[config.mk]
export PLATFORM = sky130hd
export DESIGN_NAME = search_step_supervisor
export DESIGN_NICKNAME = d
export VERILOG_FILES = /design/src/rtl/search_step_supervisor.sv
export SDC_FILE = /design/constraint.sdc
export NUM_CORES = 1
export LEC_CHECK = 0
export ABC_AREA = 0
export ABC_CLOCK_PERIOD_IN_PS = 2100
export CAP_MARGIN = 0
export CORE_UTILIZATION = 50
export DETAILED_ROUTE_END_ITERATION = 16
export GPL_ROUTABILITY_DRIVEN = 0
export PLACE_DENSITY = 0.78
export SYNTH_ARGS = -nofsm -noshare
export SYNTH_HDL_FRONTEND = slang
export SYNTH_SLANG_ARGS = --single-unit
[constraint.sdc]
create_clock -name clk -period 2.1 [get_ports clk]
set_clock_uncertainty 0.05 [all_clocks]
set_input_delay 0.42 -clock clk [delete_from_list [all_inputs] [get_ports clk]]
set_output_delay 0.42 -clock clk [all_outputs]
set_load 0.005 [all_outputs]
[src/rtl/search_step_supervisor.sv]
// -----------------------------------------------------------------------------
// search_step_supervisor
//
// Run-control sequencer for the maze-search movement path. While idle it holds
// the search FSM in reset. A start command releases that reset. Each non-zero
// movement code is then turned into one timed motor pulse, followed by a settle
// window. The search ends on goal detection, on abort, or when the step budget
// is exhausted.
//
// Parameters
//   STEP_CYCLES    cycles a movement code is held on motor_cmd (>= 1)
//   SETTLE_CYCLES  idle cycles after each pulse (>= 1)
//   CNT_W          width of the step counter
//   MAX_STEPS      step budget, 1 .. 2**CNT_W-1
//
// Ports
//   clk              system clock, rising edge
//   rst              asynchronous active-high reset
//   start            begin a new search (sampled in IDLE/DONE/TIMEOUT)
//   abort            cancel an active search
//   goal             target-detected flag
//   movement_sel_in  movement code from the search FSM, 4'b0000 = no move
//   machine_rst      reset to the search FSM, high when not searching
//   motor_cmd        registered movement pulse to the motor driver
//   step_count       pulses issued in the current/last search
//   busy             high in LOAD/MOVE/SETTLE
//   done             high in DONE
//   timeout          high in TIMEOUT
// -----------------------------------------------------------------------------
module search_step_supervisor #(
   parameter int STEP_CYCLES   = 16,
   parameter int SETTLE_CYCLES = 4,
   parameter int CNT_W         = 8,
   parameter int MAX_STEPS     = 255
) (
   input  logic             clk,
   input  logic             rst,
   input  logic             start,
   input  logic             abort,
   input  logic             goal,
   input  logic [3:0]       movement_sel_in,
   output logic             machine_rst,
   output logic [3:0]       motor_cmd,
   output logic [CNT_W-1:0] step_count,
   output logic             busy,
   output logic             done,
   output logic             timeout
);

   // The timer only ever has to hold the larger reload value.
   localparam int TMR_MAX = ((STEP_CYCLES > SETTLE_CYCLES) ? STEP_CYCLES : SETTLE_CYCLES) - 1;
   localparam int TMR_W   = (TMR_MAX < 2) ? 1 : $clog2(TMR_MAX + 1);

   localparam logic [TMR_W-1:0] STEP_LOAD   = TMR_W'(STEP_CYCLES - 1);
   localparam logic [TMR_W-1:0] SETTLE_LOAD = TMR_W'(SETTLE_CYCLES - 1);
   localparam logic [TMR_W-1:0] TMR_ZERO    = {TMR_W{1'b0}};
   localparam logic [TMR_W-1:0] TMR_ONE     = TMR_W'(1);
   localparam logic [CNT_W-1:0] CNT_ZERO    = {CNT_W{1'b0}};
   localparam logic [CNT_W-1:0] CNT_ONE     = CNT_W'(1);
   localparam logic [CNT_W-1:0] CNT_MAX     = CNT_W'(MAX_STEPS);

   typedef enum logic [2:0] {
      ST_IDLE    = 3'd0,
      ST_LOAD    = 3'd1,
      ST_MOVE    = 3'd2,
      ST_SETTLE  = 3'd3,
      ST_DONE    = 3'd4,
      ST_TIMEOUT = 3'd5
   } state_t;

   state_t           state_r, state_nxt_s;
   logic [3:0]       motor_cmd_r, motor_cmd_nxt_s;
   logic [CNT_W-1:0] step_count_r, step_count_nxt_s;
   logic [TMR_W-1:0] timer_r, timer_nxt_s;

   // State, pulse, counter and timer registers.
   always_ff @(posedge clk or posedge rst) begin
      if (rst) begin
         state_r      <= ST_IDLE;
         motor_cmd_r  <= 4'b0000;
         step_count_r <= CNT_ZERO;
         timer_r      <= TMR_ZERO;
      end else begin
         state_r      <= state_nxt_s;
         motor_cmd_r  <= motor_cmd_nxt_s;
         step_count_r <= step_count_nxt_s;
         timer_r      <= timer_nxt_s;
      end
   end

   // Next-state logic. Within each state abort outranks goal, and goal
   // outranks timer expiry and the budget check.
   always_comb begin
      state_nxt_s      = state_r;
      motor_cmd_nxt_s  = motor_cmd_r;
      step_count_nxt_s = step_count_r;
      timer_nxt_s      = timer_r;
      case (state_r)
         ST_IDLE, ST_DONE, ST_TIMEOUT: begin
            motor_cmd_nxt_s = 4'b0000;
            if (start && !abort) begin
               state_nxt_s      = ST_LOAD;
               step_count_nxt_s = CNT_ZERO;
            end else begin
               // Hold the state; step_count stays readable.
               state_nxt_s = state_r;
            end
         end
         ST_LOAD: begin
            motor_cmd_nxt_s = 4'b0000;
            if (abort) begin
               state_nxt_s = ST_IDLE;
            end else if (goal) begin
               state_nxt_s = ST_DONE;
            end else if (movement_sel_in != 4'b0000) begin
               state_nxt_s      = ST_MOVE;
               motor_cmd_nxt_s  = movement_sel_in;
               step_count_nxt_s = step_count_r + CNT_ONE;
               timer_nxt_s      = STEP_LOAD;
            end else begin
               // Zero code means no move, so wait here without counting a step.
               state_nxt_s = ST_LOAD;
            end
         end
         ST_MOVE: begin
            // motor_cmd holds the latched code; movement_sel_in is ignored here.
            if (abort) begin
               state_nxt_s     = ST_IDLE;
               motor_cmd_nxt_s = 4'b0000;
            end else if (goal) begin
               state_nxt_s     = ST_DONE;
               motor_cmd_nxt_s = 4'b0000;
            end else if (timer_r == TMR_ZERO) begin
               state_nxt_s     = ST_SETTLE;
               motor_cmd_nxt_s = 4'b0000;
               timer_nxt_s     = SETTLE_LOAD;
            end else begin
               timer_nxt_s = timer_r - TMR_ONE;
            end
         end
         ST_SETTLE: begin
            motor_cmd_nxt_s = 4'b0000;
            if (abort) begin
               state_nxt_s = ST_IDLE;
            end else if (goal) begin
               state_nxt_s = ST_DONE;
            end else if (timer_r == TMR_ZERO) begin
               // The budget is checked only here, so step_count can never pass
               // CNT_MAX.
               if (step_count_r == CNT_MAX) begin
                  state_nxt_s = ST_TIMEOUT;
               end else begin
                  state_nxt_s = ST_LOAD;
               end
            end else begin
               timer_nxt_s = timer_r - TMR_ONE;
            end
         end
         default: begin
            state_nxt_s     = ST_IDLE;
            motor_cmd_nxt_s = 4'b0000;
            timer_nxt_s     = TMR_ZERO;
         end
      endcase
   end

   // Moore status outputs decoded straight from the state register.
   assign machine_rst = (state_r == ST_IDLE) || (state_r == ST_DONE) || (state_r == ST_TIMEOUT);
   assign busy        = (state_r == ST_LOAD) || (state_r == ST_MOVE) || (state_r == ST_SETTLE);
   assign done        = (state_r == ST_DONE);
   assign timeout     = (state_r == ST_TIMEOUT);
   assign motor_cmd   = motor_cmd_r;
   assign step_count  = step_count_r;

endmodule
Word level (Yosys, flattened, before mapping) --
Index checks and enable logic that the tools add are counted.
Storage, ports and cells: output and inout port bits 16, logic and storage cells 72, input port bits 9, bits in registers 19
Cells by class: eq/ne operators 17, mux-type cells 34, reductions and logical operators 14, add/sub/neg operators 2, bitwise operators 1
Operators by type and width (count):
- 4-bit two-way mux | 15
- 8-bit two-way mux | 4
- 3-bit two-way mux | 10
- 2-bit inequality test (second input constant) | 9
- 4-bit one-hot mux with 4 select lines | 1
- 8-bit one-hot mux with 2 select lines | 1
- 3-bit one-hot mux with 4 select lines | 1
- 9-bit AND reduction | 1
- 8-bit by 1-bit adder with 8-bit output (second input constant) | 1
- 8-bit == test (second input constant) | 1
- 4-bit inequality test (second input constant) | 2
- 4-bit one-hot mux with 2 select lines | 1
- 3-bit by 2-bit == test with 1-bit output (second input constant) | 2
- 3-bit == test (second input constant) | 2
- 5-bit AND reduction | 1
- 4-bit logical NOT | 1
- 1-bit logical OR | 4
- 4-bit nonzero test | 1
- 4-bit by 1-bit subtractor with 4-bit output (second input constant) | 1
- 3-bit by 1-bit == test with 1-bit output (second input constant) | 1
- 3-bit logical NOT | 1
- 3-bit AND reduction | 1
- 3-bit OR reduction | 1
- 2-bit two-way mux | 1
- 4 further kinds | 4

Depth between registers and ports, before layout --
depth in word-level cells 6, gate-level depth with buffers 6, mapped depth without buffers 6

Worst setup path after synthesis --
OpenSTA, ideal clock, no wires.
path type register -> register, start point register timer_r[0], end point register timer_r[0], arrival time 1577 ps, required time 1929 ps, stages on the path, launching flop included 7, buffers on the path 0, period minus slack after synthesis 1748 ps, slack 352 ps, setup time 121 ps, path through dfrtp_1 inv_1 ha_1 or4bb_1 a22oi_1 nor2_1 a22o_1
On the way: longest elaborated chain between the ends 5, elaborated cells between the ends (all ways) 11, classes of those cells 1 x add/sub; 1 x eq/ne; 7 x mux; 2 x reduce/logical
RTL lines:
- start, declared | RTL line 74 | logic [TMR_W-1:0] timer_r, timer_nxt_s;
- start signal, assigned | RTL line 87 | timer_r <= timer_nxt_s;
- 4-bit by 1-bit subtractor with 4-bit output / 4-bit logical NOT (equally long branches)
- 4-bit two-way mux (on tied branches) | RTL line 147, 133
- 4-bit two-way mux (on tied branches) | RTL line 145, 130
- 4-bit two-way mux (on tied branches) | RTL line 143, 127
- 4-bit one-hot mux with 4 select lines | RTL line 98 | case (state_r)
Several ways; a longest one is shown, not always the timed one. The select of a mux whose other input is x is not followed. A chain may end at the register's enable or synchronous reset.

Final worst setup path --
start point register state_r[0], end point output machine_rst
On the way: longest elaborated chain between the ends 3, elaborated cells between the ends (all ways) 5, classes of those cells 2 x eq/ne; 3 x reduce/logical
RTL lines:
- start, declared | RTL line 71 | state_t state_r, state_nxt_s;
- start signal, assigned | RTL line 84 | state_r <= state_nxt_s;
- 3-bit == test / 3-bit logical NOT (equally long branches) | RTL line 168 | assign machine_rst = (state_r == ST_IDLE) || (state_r == ST_DONE) || (state_r == ST_TIMEOUT);
- 1-bit logical OR | RTL line 168
- 1-bit logical OR (*) | RTL line 168
- end, declared | RTL line 42 | output logic machine_rst,
Every way passes the cells marked *; elsewhere a longest branch is shown, timed or not.

==> flow_summary.ini <==
[worst_setup_path]
cp-end-kind = output port
cp_max_fo = 6
crit_arrival_ns = 1.52
start_kind = flip-flop
required_ns = 1.63
worst-setup-path-type = flip-flop to output port

[routing]
dr.pass1.iters = 4
via_per_inst = 5.94
wl_per_cell_um = 15.2
drtAntennaViolNets = 0
routed-via-count = 1104
wl_um = 2830
drc_errors = 0
first_iter_violations = 36

[final_layout]
fin_nets = 171
antenna_cells = 0
layout_commonest_cell = clkdlybuf4s50_1
drive_gt1_share_pct = 16.5
fin_util_pct = 69.3
final_cell_mix = clkdlybuf4s50_1 (24), dfrtp_1 (17), buf_4 (10)
fillers = 192
syn2layout_area_growth_pct = 28.8

[placement]
dpl_worst_slack_ns = -0.146
numPortBuffers = 24
dp_hpwl_um = 2120

[power]
fin_total_pwr_mw = 1.53
switching_power_uw = 598
cell_internal_pwr_uw = 934
p_leak_nw = 0.653
ir_drop_mv = 0.661
cellPowerDensity_nw_per_um2 = 980
switching_share_pct = 39.0
power_frac_comb_pct = 49.7
seqPwrFrac_pct = 37.7
power_frac_clock_pct = 12.6

[global_routing]
grt_pass1_vias = 1000
antenna_found_initial = 0
grt_max_degree = 20
grt_usage_pct = 23.4
grt-ovfl-total = 0
grt_pass1_wl_um = 4510

[synth]
synth_top_area_share_pct = 39.2
yosysWarnings = 0
syn_avg_cell_area_um2 = 9.63
yosysTopAreaCell = dfrtp_1
synthesis.area_um2 = 1210
ys_top_cells_by_area = dfrtp_1 (39%), a22o_1 (4.3%), o31ai_1 (3.7%)
ys_ff_latch = 19
synthArstFlopShare_pct = 100
yosys.cell_types.count = 44
synth_fp_nets = 138
yosysSeqAreaShare_pct = 39.2
synth_edf_count = 0
synth_ff_type = dfrtp_1
netlist_instances = 126

[cts]
htreeDepth = 1
clkSinkCount = 19
worstSkewPairLatency_ns = 0.31
cts_root_buf = clkbuf_4
path_clk_slew_ns = 0.11
cts_tree = yes
cts.path.max_buffers = 2
cts_buffers = 3

[sta]
setup_ws_ns = 0.112
worst_slew_pin_slew_ns = 0.390
setup_viol = 0
hold_viol_final = 0
finalMaxSlewViolations = 0
maxSlewHeadroom_pct = 74.0
period_needed_ns = 1.99
min_period_over_period_pct = 94.7
fmax_mhz = 503
rsz0062_at_grt = no

[floorplan]
initial_core_util_pct = 53.8
dieHeight_um = 51.3
core_um2 = 2250
rows = 17
fp.dieW_um = 51.3
die-area_um2 = 2630
ios = 25

[worst_hold_path]
hold_path_class = primary input to asynchronous set/reset pin

[status]
status = complete, no violations

[flow_run]
max_cap_viol_count = 0
## worst paths after layout
kind	start	to	slack, ns	depth (start not counted)
setup / recovery	state_r[0]$_DFFE_PP0P_	machine_rst	0.11	3
hold / removal	rst	step_count[3]$_DFFE_PP0P_	0.36	3
setup reg to reg	timer_r[0]$_DFFE_PP0P_	timer_r[0]$_DFFE_PP0P_	0.16	6
hold reg to reg	motor_cmd[2]$_DFFE_PP0P_	motor_cmd[2]$_DFFE_PP0P_	0.47	1
max in group asynchronous	rst	state_r[2]$_DFFE_PP0P_	1.41	3
min in group clk	motor_cmd[2]$_DFFE_PP0P_	motor_cmd[2]$_DFFE_PP0P_	0.47	1
## through the flow
step | cells | TNS (ns) | instance area (um^2) | hold WS (ns)
after floorplan | 126 | 0 | 1210 | 0.321
after global placement | 180 | -0.445 | 1510 | 0.443
after detailed placement | 180 | -1.27 | 1510 | 0.431
after CTS | 184 | 0 | 1550 | 0.381
after global routing | 186 | 0 | 1560 | 0.450
final | 186 | 0 | 1560 | 0.362
## critical path, stage by stage (launching register included)
cell             delay [ns]
dfrtp_2                0.45
nor2b_2                0.18
nor2_1                 0.09
clkdlybuf4s50_1        0.50
## power groups by stage
stage	Combinational, mW	Clock [mW]	Sequential (mW)
2_1_floorplan	0.509	0	0.532
3_3_place_gp	0.681	0	0.582
3_5_place_dp	0.710	0	0.590
4_1_cts	0.716	0.192	0.589
5_1_grt	0.826	0.207	0.590
6_report	0.761	0.193	0.578
## routing by layer
layer / global-route usage [%] / wire length [um] / vias up
met5: 0 / 0 / -
met4: 10.8 / 43 / 0
met3: 2.98 / 177 / 5
met2: 36.0 / 1290 / 48
met1: 32.7 / 1320 / 517
li1: - / - / 534
## cells in the mapped netlist (2+ instances only)
cell type	instances
nor3b_2	3
o21ai_0	2
nor2b_1	3
and2_1	3
nor2_1	8
a21oi_1	3
or4_1	4
a22o_1	6
ha_1	3
a21boi_1	5
a21o_1	2
a31oi_1	2
nand2b_1	3
clkbuf_1	3
nand2_1	8
o31ai_1	6
dfrtp_1	19
o21ai_1	3
or3_1	5
nand3_1	5
inv_1	7
## final cells by class
type                       count  area, um^2  area share, %
tap                           28        35.0           2.24
multi-input combinational     94         682           43.6
timing repair buffer          34         315           20.2
inverter                       7        26.3           1.68
sequential                    19         478           30.6
clock buffer                   4        26.3           1.68
## sequential cells by signal, summed over array words and instances, names as in the netlist
name and cells:
step_count 8, motor_cmd 4, state_r 3, timer_r 4
## cell families after synthesis
kind of cell,synth area share [%]
buffers and inverters,5.05
DFF,39.2
muxes,0.825
AOI/OAI and AO/OA,23.3
adders and majority gates,3.09
and+or+nand+nor,28.6
## repair_timing
item | in CTS | in global routing
hold buffers | 0 | 0
resized for setup | 3 | 1
buffers inserted | 0 | 2
setup endpoints to repair | 2 | 2
No activity file was read; power rests on OpenSTA's default activity.
